<file path="src/rtl/change_dispenser_ctrl.sv">
// Change dispenser controller: greedily pays out a requested amount one coin at a
// time from four per-denomination stocks (10/20/50/100), with a hopper ack timeout.
module change_dispenser_ctrl #(
  parameter int DEPTH   = 15,
  parameter int TIMEOUT = 8
) (
  input  logic       clk,
  input  logic       rst_n,
  input  logic       req_valid,
  input  logic [7:0] req_amount,
  output logic       req_ready,
  input  logic       refill,
  output logic       eject_valid,
  output logic [1:0] eject_coin,
  input  logic       eject_ack,
  output logic       done,
  output logic [7:0] shortfall,
  output logic       fault,
  output logic [3:0] empty,
  output logic       busy,
  output logic [1:0] o_dbg_state
);

  localparam int TW = $clog2(TIMEOUT + 1);

  typedef enum logic [1:0] {
    IDLE   = 2'd0,
    SELECT = 2'd1,
    EJECT  = 2'd2,
    DONE   = 2'd3
  } state_t;

  state_t          r_state;
  state_t          w_next;
  logic [3:0]      r_cnt [4];
  logic [7:0]      r_remaining;
  logic [1:0]      r_coin;
  logic [TW-1:0]   r_tmo;
  logic            r_fault;
  logic            w_sel_valid;
  logic [1:0]      w_sel_coin;
  logic            w_tmo_hit;

  function automatic logic [7:0] coin_value(input logic [1:0] c);
    case (c)
      2'd0:    return 8'd10;
      2'd1:    return 8'd20;
      2'd2:    return 8'd50;
      default: return 8'd100;
    endcase
  endfunction

  // Handshakes: a request is taken on req_valid && req_ready at a rising edge; a
  // coin is taken on eject_valid && eject_ack at a rising edge (same-cycle ack ok).

  always_comb begin
    w_sel_valid = 1'b0;
    w_sel_coin  = 2'd0;
    if (r_remaining >= 8'd100 && r_cnt[3] != 4'd0) begin
      w_sel_valid = 1'b1;
      w_sel_coin  = 2'd3;
    end else if (r_remaining >= 8'd50 && r_cnt[2] != 4'd0) begin
      w_sel_valid = 1'b1;
      w_sel_coin  = 2'd2;
    end else if (r_remaining >= 8'd20 && r_cnt[1] != 4'd0) begin
      w_sel_valid = 1'b1;
      w_sel_coin  = 2'd1;
    end else if (r_remaining >= 8'd10 && r_cnt[0] != 4'd0) begin
      w_sel_valid = 1'b1;
      w_sel_coin  = 2'd0;
    end
  end

  assign w_tmo_hit = (r_tmo == TW'(TIMEOUT - 1));

  always_ff @(posedge clk) begin
    if (!rst_n) r_state <= IDLE;
    else        r_state <= w_next;
  end

  always_comb begin
    w_next = r_state;
    case (r_state)
      IDLE:    if (req_valid && !refill) w_next = SELECT;
      SELECT:  w_next = w_sel_valid ? EJECT : DONE;
      EJECT:   if (eject_ack) w_next = SELECT;
               else if (w_tmo_hit) w_next = DONE;
      default: w_next = IDLE;
    endcase
  end

  always_comb begin
    req_ready   = (r_state == IDLE) && !refill;
    eject_valid = (r_state == EJECT);
    eject_coin  = (r_state == EJECT) ? r_coin : 2'd0;
    done        = (r_state == DONE);
    shortfall   = (r_state == DONE) ? r_remaining : 8'd0;
    fault       = (r_state == DONE) && r_fault;
    busy        = (r_state != IDLE);
    o_dbg_state = r_state;
  end

  always_comb begin
    for (int i = 0; i < 4; i++) empty[i] = (r_cnt[i] == 4'd0);
  end

  always_ff @(posedge clk) begin
    if (!rst_n) begin
      for (int i = 0; i < 4; i++) r_cnt[i] <= 4'(DEPTH);
      r_remaining <= 8'd0;
      r_coin      <= 2'd0;
      r_tmo       <= '0;
      r_fault     <= 1'b0;
    end else begin
      case (r_state)
        IDLE: begin
          r_fault <= 1'b0;
          if (refill) begin
            for (int i = 0; i < 4; i++) r_cnt[i] <= 4'(DEPTH);
          end else if (req_valid) begin
            r_remaining <= req_amount;
          end
        end
        SELECT: begin
          r_tmo <= '0;
          if (w_sel_valid) r_coin <= w_sel_coin;
        end
        EJECT: begin
          // A timed-out coin is treated as never delivered: stock and amount stay put.
          if (eject_ack) begin
            r_remaining   <= r_remaining - coin_value(r_coin);
            r_cnt[r_coin] <= r_cnt[r_coin] - 4'd1;
          end else if (w_tmo_hit) begin
            r_fault <= 1'b1;
          end else begin
            r_tmo <= r_tmo + 1'b1;
          end
        end
        default: ;
      endcase
    end
  end

endmodule

</file>
<file path="config.mk">
export PLATFORM = sky130hd
export DESIGN_NAME = change_dispenser_ctrl
export DESIGN_NICKNAME = d
export VERILOG_FILES = /design/src/rtl/change_dispenser_ctrl.sv
export SDC_FILE = /design/constraint.sdc
export NUM_CORES = 1
export LEC_CHECK = 0
export ABC_CLOCK_PERIOD_IN_PS = 2100
export CORE_UTILIZATION = 49
export CTS_CLUSTER_DIAMETER = 60
export DETAILED_ROUTE_END_ITERATION = 12
export GPL_ROUTABILITY_DRIVEN = 0
export GPL_TIMING_DRIVEN = 0
export PLACE_DENSITY = 0.85
export SYNTH_ARGS = -nofsm -noshare
export SYNTH_HDL_FRONTEND = slang
export SYNTH_SLANG_ARGS = --single-unit
export TNS_END_PERCENT = 5
</file>
<file path="constraint.sdc">
create_clock -name clk -period 2.1 [get_ports clk]
set_input_delay 0.21 -clock clk [delete_from_list [all_inputs] [get_ports clk]]
set_output_delay 0.21 -clock clk [all_outputs]
set_load 0.02 [all_outputs]
</file>
# Word level (Yosys, flattened, before mapping)
# Memory sizes are Yosys's and may differ from the RTL's. A register that Yosys moved wholly into a read port is not among the register bits.
# Index checks and enable logic that the tools add are counted.
# W data, S select, Z words.
[word_totals] romBits=0 elab_cells=104 memories=1 out_inout_bits=21 ram_bits=16 regBits=17 latchBits=0 inputBits=13
[mem_list] name="r_cnt" depth=4 width=4 rd=5 rd_ports_with_merged_regs=1 write_ports=4 line_no="35" text="logic [3:0] r_cnt [4];"
[op_classes] n_lt_le_gt_ge=4 multipliers=0 shift=0 eq_ne=14 reduce_logical=27 muxes=46 n_addsub=3 bitwise_logic=4 div_mod_pow=0
[op_table] op="$mux W8" n=7
[op_table] op="$mux W4" n=7
[op_table] op="$pmux W7 S3" n=1
[op_table] op="$mux W1" n=18
[op_table] op="$mux W2" n=9
[op_table] op="$logic_not A4 Y1" n=4
[op_table] op="$pmux W8 S2" n=1
[op_table] op="$reduce_bool A4 Y1" n=4
[op_table] op="$ne A2 B2 Y1 const B" n=5
[op_table] op="$ge A8 B4 Y1 const B" n=1
[op_table] op="$ge A8 B5 Y1 const B" n=1
[op_table] op="$ge A8 B6 Y1 const B" n=1
[op_table] op="$ge A8 B7 Y1 const B" n=1
[op_table] op="$pmux W4 S2" n=1
[op_table] op="$sub A8 B8 Y8" n=1
[op_table] op="$logic_and A1 B1 Y1" n=7
[op_table] op="$eq A2 B2 Y1 const B" n=3
[op_table] op="$pmux W2 S3" n=1
[op_table] op="$reduce_and A3 Y1" n=2
[op_table] op="$reduce_bool A2 Y1" n=3
[op_table] op="$add A4 B1 Y4 const B" n=1
[op_table] op="$eq A2 B1 Y1 const B" n=2
[op_table] op="$eq A4 B3 Y1 const B" n=1
[op_table] op="$logic_not A2 Y1" n=2
[op_table] op="9 further kinds" n=14

# Depth between registers and ports, before layout
# Gate-level depths: netlist (run 1).
# An unclocked memory read counts as a cell.
[logic_depth] ltp_word=10 ltp_mapped=11 mapped_depth_nobuf=11

# Worst setup path after synthesis (run 1)
# Ideal clock, no wire load.
[synth_path] kind="register to register" from="register r_coin[0]" to="register r_remaining[7]" path_buffers=0 period_less_slack_ns=2.200 path_slack_ns=-0.100 required_time_ns=1.980 stages_incl_launch_ff=12 t_arrival_ns=2.080 setup_time_ns=0.120 cell_sequence="dfxtp_1 inv_1 ha_1 nor2_1 nor2_1 ha_1 fa_1 nor2b_1 o21a_1 o31ai_1 mux2i_1 o31a_1"
[synth_between] elab_chain_cells=8 word_cells_on_any_way=10 classes_between="add/sub: 1; eq/ne: 2; mux: 6; reduce/logical: 1"
[synth_lines] item="start, declared" line_no="37" text="logic [1:0] r_coin;"
[synth_lines] item="start signal, assigned" line_no="126" text="if (w_sel_valid) r_coin <= w_sel_coin;"
[synth_lines] item="$eq A2 B2 Y1, or another cell as far along" line_no="45" text="case (c)"
[synth_lines] item="$pmux W7 S3 (*)" line_no="45"
[synth_lines] item="$mux W8 (*)" line_no="130" text="if (eject_ack) begin"
[synth_lines] item="$mux W8 (*)" line_no="115" text="case (r_state)"
[synth_lines] item="$mux W8 (*)" line_no="108" text="if (!rst_n) begin"
[synth_lines] item="$sub A8 B8 Y8 (*)" line_no="131" text="r_remaining <= r_remaining - coin_value(r_coin);"
[synth_lines] item="$mux W8 (*)" line_no="130"
[synth_lines] item="$pmux W8 S2 (*)" line_no="115"
[synth_lines] item="end signal, assigned" line_no="121" text="r_remaining <= req_amount;"
[synth_lines] item="end signal, assigned" line_no="131"
[synth_lines] item="end, declared" line_no="36" text="logic [7:0] r_remaining;"
# Every way passes the cells marked *; elsewhere a longest branch is shown, timed or not. The select of a mux whose other input is x is not followed.
# A chain may end at the register's enable or synchronous reset.

# Final worst setup path (run 1)
[layout_path] from="register r_coin[1]" to="register r_remaining[7]"
# Same word-level chain as after synthesis.

==> run metrics, run 1 <==
leakage power=0.00105 µW; M1 GR Usage=29.3%; initial antenna violation count=0; multi-input logic area=1340 µm²; Post-DRT Antenna Nets=0; CTS tree=built; ranking of synthesized cells by area=edfxtp_1 22%, dfxtp_1 17%, ha_1 10%; Warnings, synthesis=0; Crit Path Max Fanout=5; Max rail drop VDD=0.000629 V; htree depth=2; wire length per cell=16.0 µm; die width=69.3 µm; average instance area after synthesis=9.56 µm²; largest net degree at the start of global routing=14; Register Area=871 µm²; Post-route DRC=0; Worst Skew=0.00947 ns; Cell Area, Synth=2220 µm²; Setup Crit Path Kind=flop to flop; Worst Max-Slew Pin Slew=0.637 ns; Syn Nets=264; final setup fails=2; area grow syn2layout=29.1%; busiest grt layer=met2; Synth async-reset ratio=0%; Setup crit start=r_coin[1]$_SDFFE_PN0P_; outcome=complete, but fails checks; initial drt markers=148; minimum clock period=2.14 ns; clk_lat worst skew=0.30 ns; post-DP HPWL=3.62 mm; DRT Pass-1 Iters=4; Max-Cap Viols=0; Clock Path Buffers=2; Die Span Y=69.3 µm; GRT Residual Overflow=0; die footprint=4800 µm²; number of I/O port buffers=33; synth unique cells=45; FP Rows=24; Final Util=65.7%; HP Start=req_amount[0]; reg2reg start=r_coin[1]$_SDFFE_PN0P_; antenna cells=0; Setup crit start kind=flop; final hold violation count=0; fin nets=311; sequential share of the synthesized area=38.8%; CP endpoint kind=flop; root buffer cell=clkbuf_8; final worst setup slack=-0.0376 ns; Top FF cell, synth=dfxtp_1; Core ar.=4350 µm²; f_max=468 MHz; most frequent cells in the layout=30 x nand2_1, 30 x clkdlybuf4s50_1, 17 x inv_1; RSZ-0062 raised after global routing=true; DRT Wirelength=5.31 mm; post-DR vias/cell=5.69; failing checks=negative setup slack; dpl ws=-0.259 ns; GRT Util Overall=22.5%; cell taking the most area after synthesis=edfxtp_1; Initial Util=50.9%; met2 usage=36.7%; Reg clk slew, reported paths=0.08 ns; CP Data Required Time=2.30 ns; layout cell share with drive strength beyond 1=17.1%; slew margin rel.=57.2%; synthesized flop and latch total=35; Max Slew Vio Count=0; Post-Syn Instances=232; CTS Buf Count=5; CP arrival=2.33 ns; cts-stage hold buffer count=0; first-pass GRT wire length=8.56 mm; I/O pins=34; number of synthesized flops with an enable pin=16; Period Utilization, post-route=102%; GR Util met3=3.20%; DR vias=1888; top cell type's share of synthesized area=21.7%; vias in the first global route=1833; fillers=323; Worst Hold Class=input port to flop; CTS Sinks=35; Cell Pwr Density=1110 nW/µm²
worst paths after layout:
kind	end	slack (ns)	cells past startpoint
hold / removal	r_remaining[0]$_SDFFE_PN0P_	0.48	3
setup / recovery	r_remaining[7]$_SDFFE_PN0P_	-0.04	10
hold reg to reg	r_remaining[0]$_SDFFE_PN0P_	0.49	2
setup reg to reg	r_remaining[7]$_SDFFE_PN0P_	-0.04	10
area by class of cell:
type | instances | area share (%)
multi-input combinational | 173 | 46.7
sequential | 35 | 30.4
timing repair buffer | 40 | 13.6
inverter | 19 | 2.67
clock buffer | 5 | 2.40
tap | 52 | 2.27
buffer | 5 | 1.09
clock inverter | 3 | 0.831
cells in the mapped netlist, types with 3 or more instances:
master	instances
nand2_1	30
dfxtp_1	19
xnor2_1	3
nor2b_1	7
edfxtp_1	16
nor2_1	12
clkbuf_1	3
o211a_1	4
o21ai_0	13
nor4_1	3
o21a_1	3
mux4_1	3
and2_1	14
nand2b_1	7
a31oi_1	4
a21oi_1	7
ha_1	18
a21boi_0	4
mux2i_1	7
inv_1	19
flip-flops by register name (all words and copies together) (netlist names), named ones only:
register,count
r_coin,2
r_cnt,16
r_fault,1
r_tmo,4
o_dbg_state,2
r_remaining,8
what timing repair did:
action                                  CTS  global route
buffers inserted                          5             2
endpoints found under the setup margin   14            19
gates resized for setup                  20            17
cloned                                    0             0
pin swaps                                 6            11
power breakdown:
part / internal, µW / switching [µW]
Sequential: 828 / 154
Combinational: 803 / 873
Clock: 237 / 284
Total: 1870 / 1310
critical path: stages (launching register included):
cell and delay (ns):
dfxtp_4 0.41, inv_4 0.05, ha_4 0.16, buf_4 0.14
inv_1 0.08, ha_1 0.26, nor2b_1 0.14, o21a_1 0.20
o31ai_2 0.26, mux2i_1 0.10, o31a_1 0.23
metal layers:
layer,vias up,wire length [µm]
met2,73,2590
met4,0,80
met5,-,0
li1,924,-
met3,9,315
met1,882,2320
through the flow:
stage	hold WS, ns	std cells	total power (µW)	area [µm²]	TNS, ns
5_1_grt	0.506	332	3390	2860	-0.254
3_5_place_dp	0.479	317	2320	2620	-1.96
3_3_place_gp	0.467	317	2270	2620	-2.48
4_1_cts	0.489	330	2960	2780	-0.0551
2_1_floorplan	0.355	232	1950	2220	0
6_report	0.482	332	3180	2860	-0.0386
kinds of logic (layout without fill, tap and decap cells):
kind of cell	Yosys count	count (layout)	share of synthesized area [%]
AND/OR/NAND/NOR	92	92	22.3
buffers and inverters	24	72	4.18
multiplexers	11	11	7.73
XOR/XNOR	5	5	1.98
flip-flops	35	35	38.8
adder cells (fa/ha/maj)	19	19	11.1
AO/OA/AOI/OAI	46	46	13.9
(Power assumes the default switching activity.)
==> run 2, diff against run 1 <==
ABC_CLOCK_PERIOD_IN_PS = unset   (was 2100)
CTS_CLUSTER_DIAMETER = unset   (was 60)
==> results of run 2 <==
No change in the layout: final DEF, timing and power equal those of run 1.
